`src/rtl/btn_pkg.sv`:
```
// Shared types and constants for the push-button conditioning slice.
// Button order on the board: next, hit, stand, double.
package btn_pkg;

  typedef enum logic [1:0] {
    IDLE         = 2'd0,
    PRESS_WAIT   = 2'd1,
    HELD         = 2'd2,
    RELEASE_WAIT = 2'd3
  } btn_state_t;

  localparam int BTN_NEXT   = 0;
  localparam int BTN_HIT    = 1;
  localparam int BTN_STAND  = 2;
  localparam int BTN_DOUBLE = 3;
  localparam int BTN_COUNT  = 4;

endpackage

```
`src/rtl/btn_debounce_fsm.sv`:
```
// Single-button conditioner: SYNC_STAGES-deep synchroniser, saturating
// debounce counter and a four-state FSM producing a one-cycle press pulse
// and a clean level. Resets into RELEASE_WAIT so a button held through
// reset never fires and no press is accepted right after reset.
module btn_debounce_fsm
  import btn_pkg::*;
#(
  parameter int DEBOUNCE_CYCLES = 1000000,
  parameter int SYNC_STAGES     = 2
) (
  input  logic clk,
  input  logic reset,
  input  logic btn_raw,
  output logic pulse,
  output logic level
);

  localparam int CW = (DEBOUNCE_CYCLES > 1) ? $clog2(DEBOUNCE_CYCLES) : 1;
  localparam logic [CW-1:0] CNT_LAST = CW'(DEBOUNCE_CYCLES - 1);

  logic [SYNC_STAGES-1:0] sync_q;
  logic                   s;
  btn_state_t             state;
  logic [CW-1:0]          cnt;

  // Metastability synchroniser; only the last stage is used.
  always_ff @(posedge clk or negedge reset) begin
    if (!reset) sync_q <= '0;
    else        sync_q <= {sync_q[SYNC_STAGES-2:0], btn_raw};
  end

  assign s = sync_q[SYNC_STAGES-1];

  // Debounce FSM. The counter stops at CNT_LAST (the transition fires there),
  // so it never wraps. The level register only changes on entry to HELD or
  // IDLE: it stays low through the post-reset release wait of a button that
  // was never seen pressed, and stays high through release bounces.
  always_ff @(posedge clk or negedge reset) begin
    if (!reset) begin
      state <= RELEASE_WAIT;
      cnt   <= '0;
      pulse <= 1'b0;
      level <= 1'b0;
    end else begin
      pulse <= 1'b0;
      case (state)
        IDLE: begin
          if (s) begin
            state <= PRESS_WAIT;
            cnt   <= '0;
          end
        end
        PRESS_WAIT: begin
          if (!s) begin
            state <= IDLE;
            cnt   <= '0;
          end else if (cnt == CNT_LAST) begin
            state <= HELD;
            cnt   <= '0;
            pulse <= 1'b1;
            level <= 1'b1;
          end else begin
            cnt <= cnt + CW'(1);
          end
        end
        HELD: begin
          if (!s) begin
            state <= RELEASE_WAIT;
            cnt   <= '0;
          end
        end
        RELEASE_WAIT: begin
          if (s) begin
            state <= HELD;
            cnt   <= '0;
            level <= 1'b1;
          end else if (cnt == CNT_LAST) begin
            state <= IDLE;
            cnt   <= '0;
            level <= 1'b0;
          end else begin
            cnt <= cnt + CW'(1);
          end
        end
        default: begin
          state <= RELEASE_WAIT;
          cnt   <= '0;
          level <= 1'b0;
        end
      endcase
    end
  end

endmodule

```
`src/rtl/button_conditioner.sv`:
```
// Conditions the raw board buttons (next, hit, stand, double) into one-clock
// press events plus debounced levels for the game core and display logic.
// Optional macro BTN_PRIORITY_EN: adds a registered arbitration stage that
// forwards only the lowest-index coincident pulse and flags drops on
// btn_conflict; pulse and level both gain one cycle of latency.
module button_conditioner
  import btn_pkg::*;
#(
  parameter int N_BTN           = BTN_COUNT,
  parameter int DEBOUNCE_CYCLES = 1000000,
  parameter int SYNC_STAGES     = 2
) (
  input  logic             clk,
  input  logic             reset,
  input  logic [N_BTN-1:0] btn_raw,
  output logic [N_BTN-1:0] btn_pulse,
  output logic [N_BTN-1:0] btn_level,
  output logic             btn_busy
`ifdef BTN_PRIORITY_EN
  ,
  output logic             btn_conflict
`endif
);

  logic [N_BTN-1:0] fsm_pulse;
  logic [N_BTN-1:0] fsm_level;

  for (genvar i = 0; i < N_BTN; i++) begin : g_btn
    btn_debounce_fsm #(
      .DEBOUNCE_CYCLES(DEBOUNCE_CYCLES),
      .SYNC_STAGES    (SYNC_STAGES)
    ) u_fsm (
      .clk    (clk),
      .reset  (reset),
      .btn_raw(btn_raw[i]),
      .pulse  (fsm_pulse[i]),
      .level  (fsm_level[i])
    );
  end

`ifdef BTN_PRIORITY_EN
  // Arbitration: x & -x isolates the lowest set pulse; x & (x-1) is nonzero
  // when more than one pulse coincides. Dropped pulses are not deferred.
  always_ff @(posedge clk or negedge reset) begin
    if (!reset) begin
      btn_pulse    <= '0;
      btn_level    <= '0;
      btn_conflict <= 1'b0;
    end else begin
      btn_pulse    <= fsm_pulse & (~fsm_pulse + N_BTN'(1));
      btn_conflict <= |(fsm_pulse & (fsm_pulse - N_BTN'(1)));
      btn_level    <= fsm_level;
    end
  end
`else
  assign btn_pulse = fsm_pulse;
  assign btn_level = fsm_level;
`endif

  assign btn_busy = |btn_level;

endmodule

```
`config.mk`:
```
export PLATFORM = sky130hd
export DESIGN_NAME = button_conditioner
export DESIGN_NICKNAME = d
export VERILOG_FILES = /design/src/rtl/btn_pkg.sv /design/src/rtl/btn_debounce_fsm.sv /design/src/rtl/button_conditioner.sv
export SDC_FILE = /design/constraint.sdc
export NUM_CORES = 1
export LEC_CHECK = 0
export CELL_PAD_IN_SITES_DETAIL_PLACEMENT = 0
export CELL_PAD_IN_SITES_GLOBAL_PLACEMENT = 1
export CORE_MARGIN = 4
export CORE_UTILIZATION = 53
export DETAILED_ROUTE_END_ITERATION = 8
export PLACE_DENSITY_LB_ADDON = 0.1
export SLEW_MARGIN = 0
export SYNTH_ARGS = -nofsm -noshare
export SYNTH_HDL_FRONTEND = slang
export SYNTH_HIERARCHICAL = 1
export SYNTH_SLANG_ARGS = --single-unit
export TNS_END_PERCENT = 50
```
`constraint.sdc`:
```
create_clock -name clk -period 4.6 [get_ports clk]
set_input_delay 0.69 -clock clk [delete_from_list [all_inputs] [get_ports clk]]
set_output_delay 0.69 -clock clk [all_outputs]
set_load 0.02 [all_outputs]
```
==> impl_metrics.yaml <==
status:
  status: "complete, no violations"
sta:
  tns_ns: 0
  fin_skew_ns: 0.00686
  whs_ns: 0.358
  fin_crit_sh_pct: 55.2
  setup_violations: 0
  final_hold_viol_count: 0
  relSlewSlack_pct: 31.8
  fmax_mhz: 394
  setup_slack_ns: 2.06
  worst_pin_slew_ns: 1.02
  rsz0062_at_grt: "false"
  fin_crit_ns: 2.54
  slew_viol_final: 0
detailed_routing:
  num_vias: 4387
  routed_wirelength_um: 11600
  dr.pass1.iters: 4
  ant_nets: 0
  drtIter0Drc: 331
  wl_per_cell_um: 15.8
  route.detailed.drc: 0
  vias_per_cell: 5.99
floorplan:
  top_level_ports: 15
  initial_core_util_pct: 54.8
  row_count: 37
  dieArea_mm2: 0.0125
  core_area_mm2: 0.0104
  die_w_um: 112
  dieHeight_um: 112
global_routing:
  grt_pass1_wl_um: 20500
  grt_pass1_vias: 4292
  grt_usage_pct: 19.5
  antenna_found_initial: 0
  grt_max_degree: 81
  gr-total-overflow: 0
logic_synthesis:
  synthCells: 580
  syn_avg_cell_area_um2: 9.84
  yosysWarnings: 6
  ys_seq_area_share_pct: 45.8
  synth_area_mm2: 0.00571
  yosys.area.top_type: "dfrtp_1"
  yosys-top-cells-area: "dfrtp_1, a21oi_1, nand2_1"
  synth_edf_count: 0
  synth_nets: 590
  synth_seq_cells: 104
  ys.flop_type: "dfrtp_1"
  synth_cell_types: 56
  synth_top_area_share_pct: 42.1
  synthArstFlopShare_pct: 100
worst_setup_path:
  crit_type: "register to primary output"
  startpoint_type: "register"
  crit_fanout: 4
  rrSetupSlack_ns: 2.23
  r2r-start: "g_btn[3].u_fsm/cnt[12]"
  cp.required_ns: 3.91
  r2r_cells: 5
  arrival_ns: 1.85
  reg2reg_to: "g_btn[3].u_fsm/cnt[11]"
  endpoint_kind: "primary output"
final_layout:
  area.sequential_mm2: 0.00261
  nets: 601
  drive_gt1_share_pct: 10.9
  n_fill_cell: 898
  area_delta_synth_final_pct: 7.17
  multi_input_area_mm2: 0.00287
  utilization_pct: 58.7
  n_antenna_cell: 0
min_path:
  hold_depth: 0
  worstHoldEndpoint: "g_btn[1].u_fsm/sync_q[1]"
  min_from: "g_btn[1].u_fsm/sync_q[0]"
  hold_class: "register to register"
place:
  hpwl_um: 7820
  preCtsSetupSlack_ns: 2.24
  port_buffers: 14
  gp_congestion: 0.820
clock_network:
  ctsResizeCount: 0
  cts.path.max_buffers: 2
  cts_tree: "yes"
  root_buffer: "clkbuf_8"
  cts.clk_slew.worst_paths_ns: 0.10
  cts_inserted_buffers: 9
  cts_hold_buf: 0
  clock-sinks: 104
  htreeDepth: 3
  clkLatencyLatePin_ns: 0.37
  postCtsSetupBuffers: 0
power_and_ir_drop:
  power.leakage_nw: 2.63
  p_per_area_mw_per_mm2: 347
  finalPower_mw: 2.12
  ir_drop_mv: 0.225
run:
  maxCapViolCount: 0
## metal layers
| metal | part of all wire, % | up-vias | global-route usage, % |
|---|---|---|---|
| met1 | 50 | 2129 | 26.8 |
| met3 | 3.2 | 10 | 4.78 |
| li1 | - | 2188 | - |
| met5 | 0 | - | 0 |
| met2 | 46 | 60 | 31.8 |
| met4 | 0.74 | 0 | 3.73 |
## power by group
group / switching (mW) / total [mW] / internal (mW)
Sequential: 0.0654 / 1.05 / 0.982
Clock: 0.318 / 0.624 / 0.305
Combinational: 0.298 / 0.453 / 0.155
Total: 0.682 / 2.12 / 1.44
## cell usage in the layout (no fill, tap or decap), types with 4 or more instances in the layout
cell	instances
clkdlybuf4s50_1	13
a31oi_1	13
a21oi_1	46
mux2_1	4
a21o_1	17
nor3b_1	6
dfstp_2	8
o21ai_1	11
nor2_1	25
nand3_2	4
clkbuf_8	9
and4b_1	4
buf_4	5
and3_1	8
and3_2	6
and2_1	4
dfrtp_1	96
or3_1	19
and4_1	4
o21bai_1	4
nand2_1	58
mux2i_1	10
nor4_4	7
nand3_1	35
xor2_1	7
inv_1	22
nor4_1	9
o21ai_0	32
nor3_1	23
a22o_1	13
ha_1	4
nand4_1	19
## final cells by class
cell class | count | share of cell area, %
clock buffer | 10 | 2.09
clock inverter | 6 | 1.37
inverter | 22 | 1.35
multi-input combinational | 436 | 47.0
sequential | 104 | 42.7
tap | 136 | 2.78
timing repair buffer | 18 | 2.74
## cell families (layout without fill, tap and decap cells)
| logic type | Yosys count | after routing | share of synthesized area, % |
|---|---|---|---|
| xor gates and xnor gates | 7 | 7 | 1.07 |
| and+or+nand+nor | 253 | 253 | 27.3 |
| adders and majority gates | 4 | 4 | 0.877 |
| DFF | 104 | 104 | 45.8 |
| muxes | 14 | 14 | 2.54 |
| AOI/OAI and AO/OA | 158 | 158 | 18.5 |
| buffers and inverters | 40 | 56 | 3.90 |
## how the worst max path moves through the flow
stage	startpoint	to	slack, ns
after floorplan	g_btn[0].u_fsm/cnt[0]	g_btn[0].u_fsm/cnt[19]	2.80
after global placement	g_btn[3].u_fsm/cnt[12]	g_btn[3].u_fsm/cnt[11]	2.27
after detailed placement	g_btn[3].u_fsm/cnt[12]	g_btn[3].u_fsm/cnt[11]	2.24
after CTS	g_btn[1].u_fsm/level	btn_busy	2.04
after global routing	g_btn[3].u_fsm/cnt[0]	g_btn[3].u_fsm/cnt[11]	1.98
final	g_btn[1].u_fsm/level	btn_busy	2.06
## Yosys cell counts, types with 4 or more instances
| cell | count |
|---|---|
| mux2i_1 | 10 |
| or3_1 | 19 |
| a22o_1 | 13 |
| and3_1 | 8 |
| nor3_1 | 23 |
| nor4_1 | 9 |
| a21oi_1 | 46 |
| o21ai_0 | 32 |
| nor3b_1 | 6 |
| and2_1 | 4 |
| and3_2 | 6 |
| inv_1 | 22 |
| nand4_1 | 19 |
| ha_1 | 4 |
| buf_6 | 9 |
| dfrtp_1 | 96 |
| nand3_1 | 35 |
| mux2_1 | 4 |
| a21o_1 | 17 |
| dfstp_2 | 8 |
| nand2_1 | 58 |
| and4b_1 | 4 |
| nand3_2 | 4 |
| a31oi_1 | 13 |
| xor2_1 | 7 |
| nor2_1 | 25 |
| and4_1 | 4 |
| clkbuf_1 | 5 |
| nor4_4 | 7 |
| o21bai_1 | 4 |
| o21ai_1 | 11 |
## registers in the layout, indices dropped and copies added (netlist names), named ones only
register	cells
g_btn.u_fsm/state	4
g_btn.u_fsm/sync_q	8
g_btn.u_fsm/cnt	80
g_btn.u_fsm/pulse	4
g_btn.u_fsm/level	4
## worst max-delay path: stages, from the launching register on
cell and delay [ns]:
dfrtp_1 0.42, or4_1 0.52, clkdlybuf4s50_1 0.55
## per-stage QoR
step / instance area, um2 / std cells
after floorplan: 5710 / 580
after global placement: 5900 / 716
after detailed placement: 5900 / 716
after CTS: 6120 / 732
after global routing: 6120 / 732
final: 6120 / 732
Note: power is estimated with default switching activity, not from simulation.
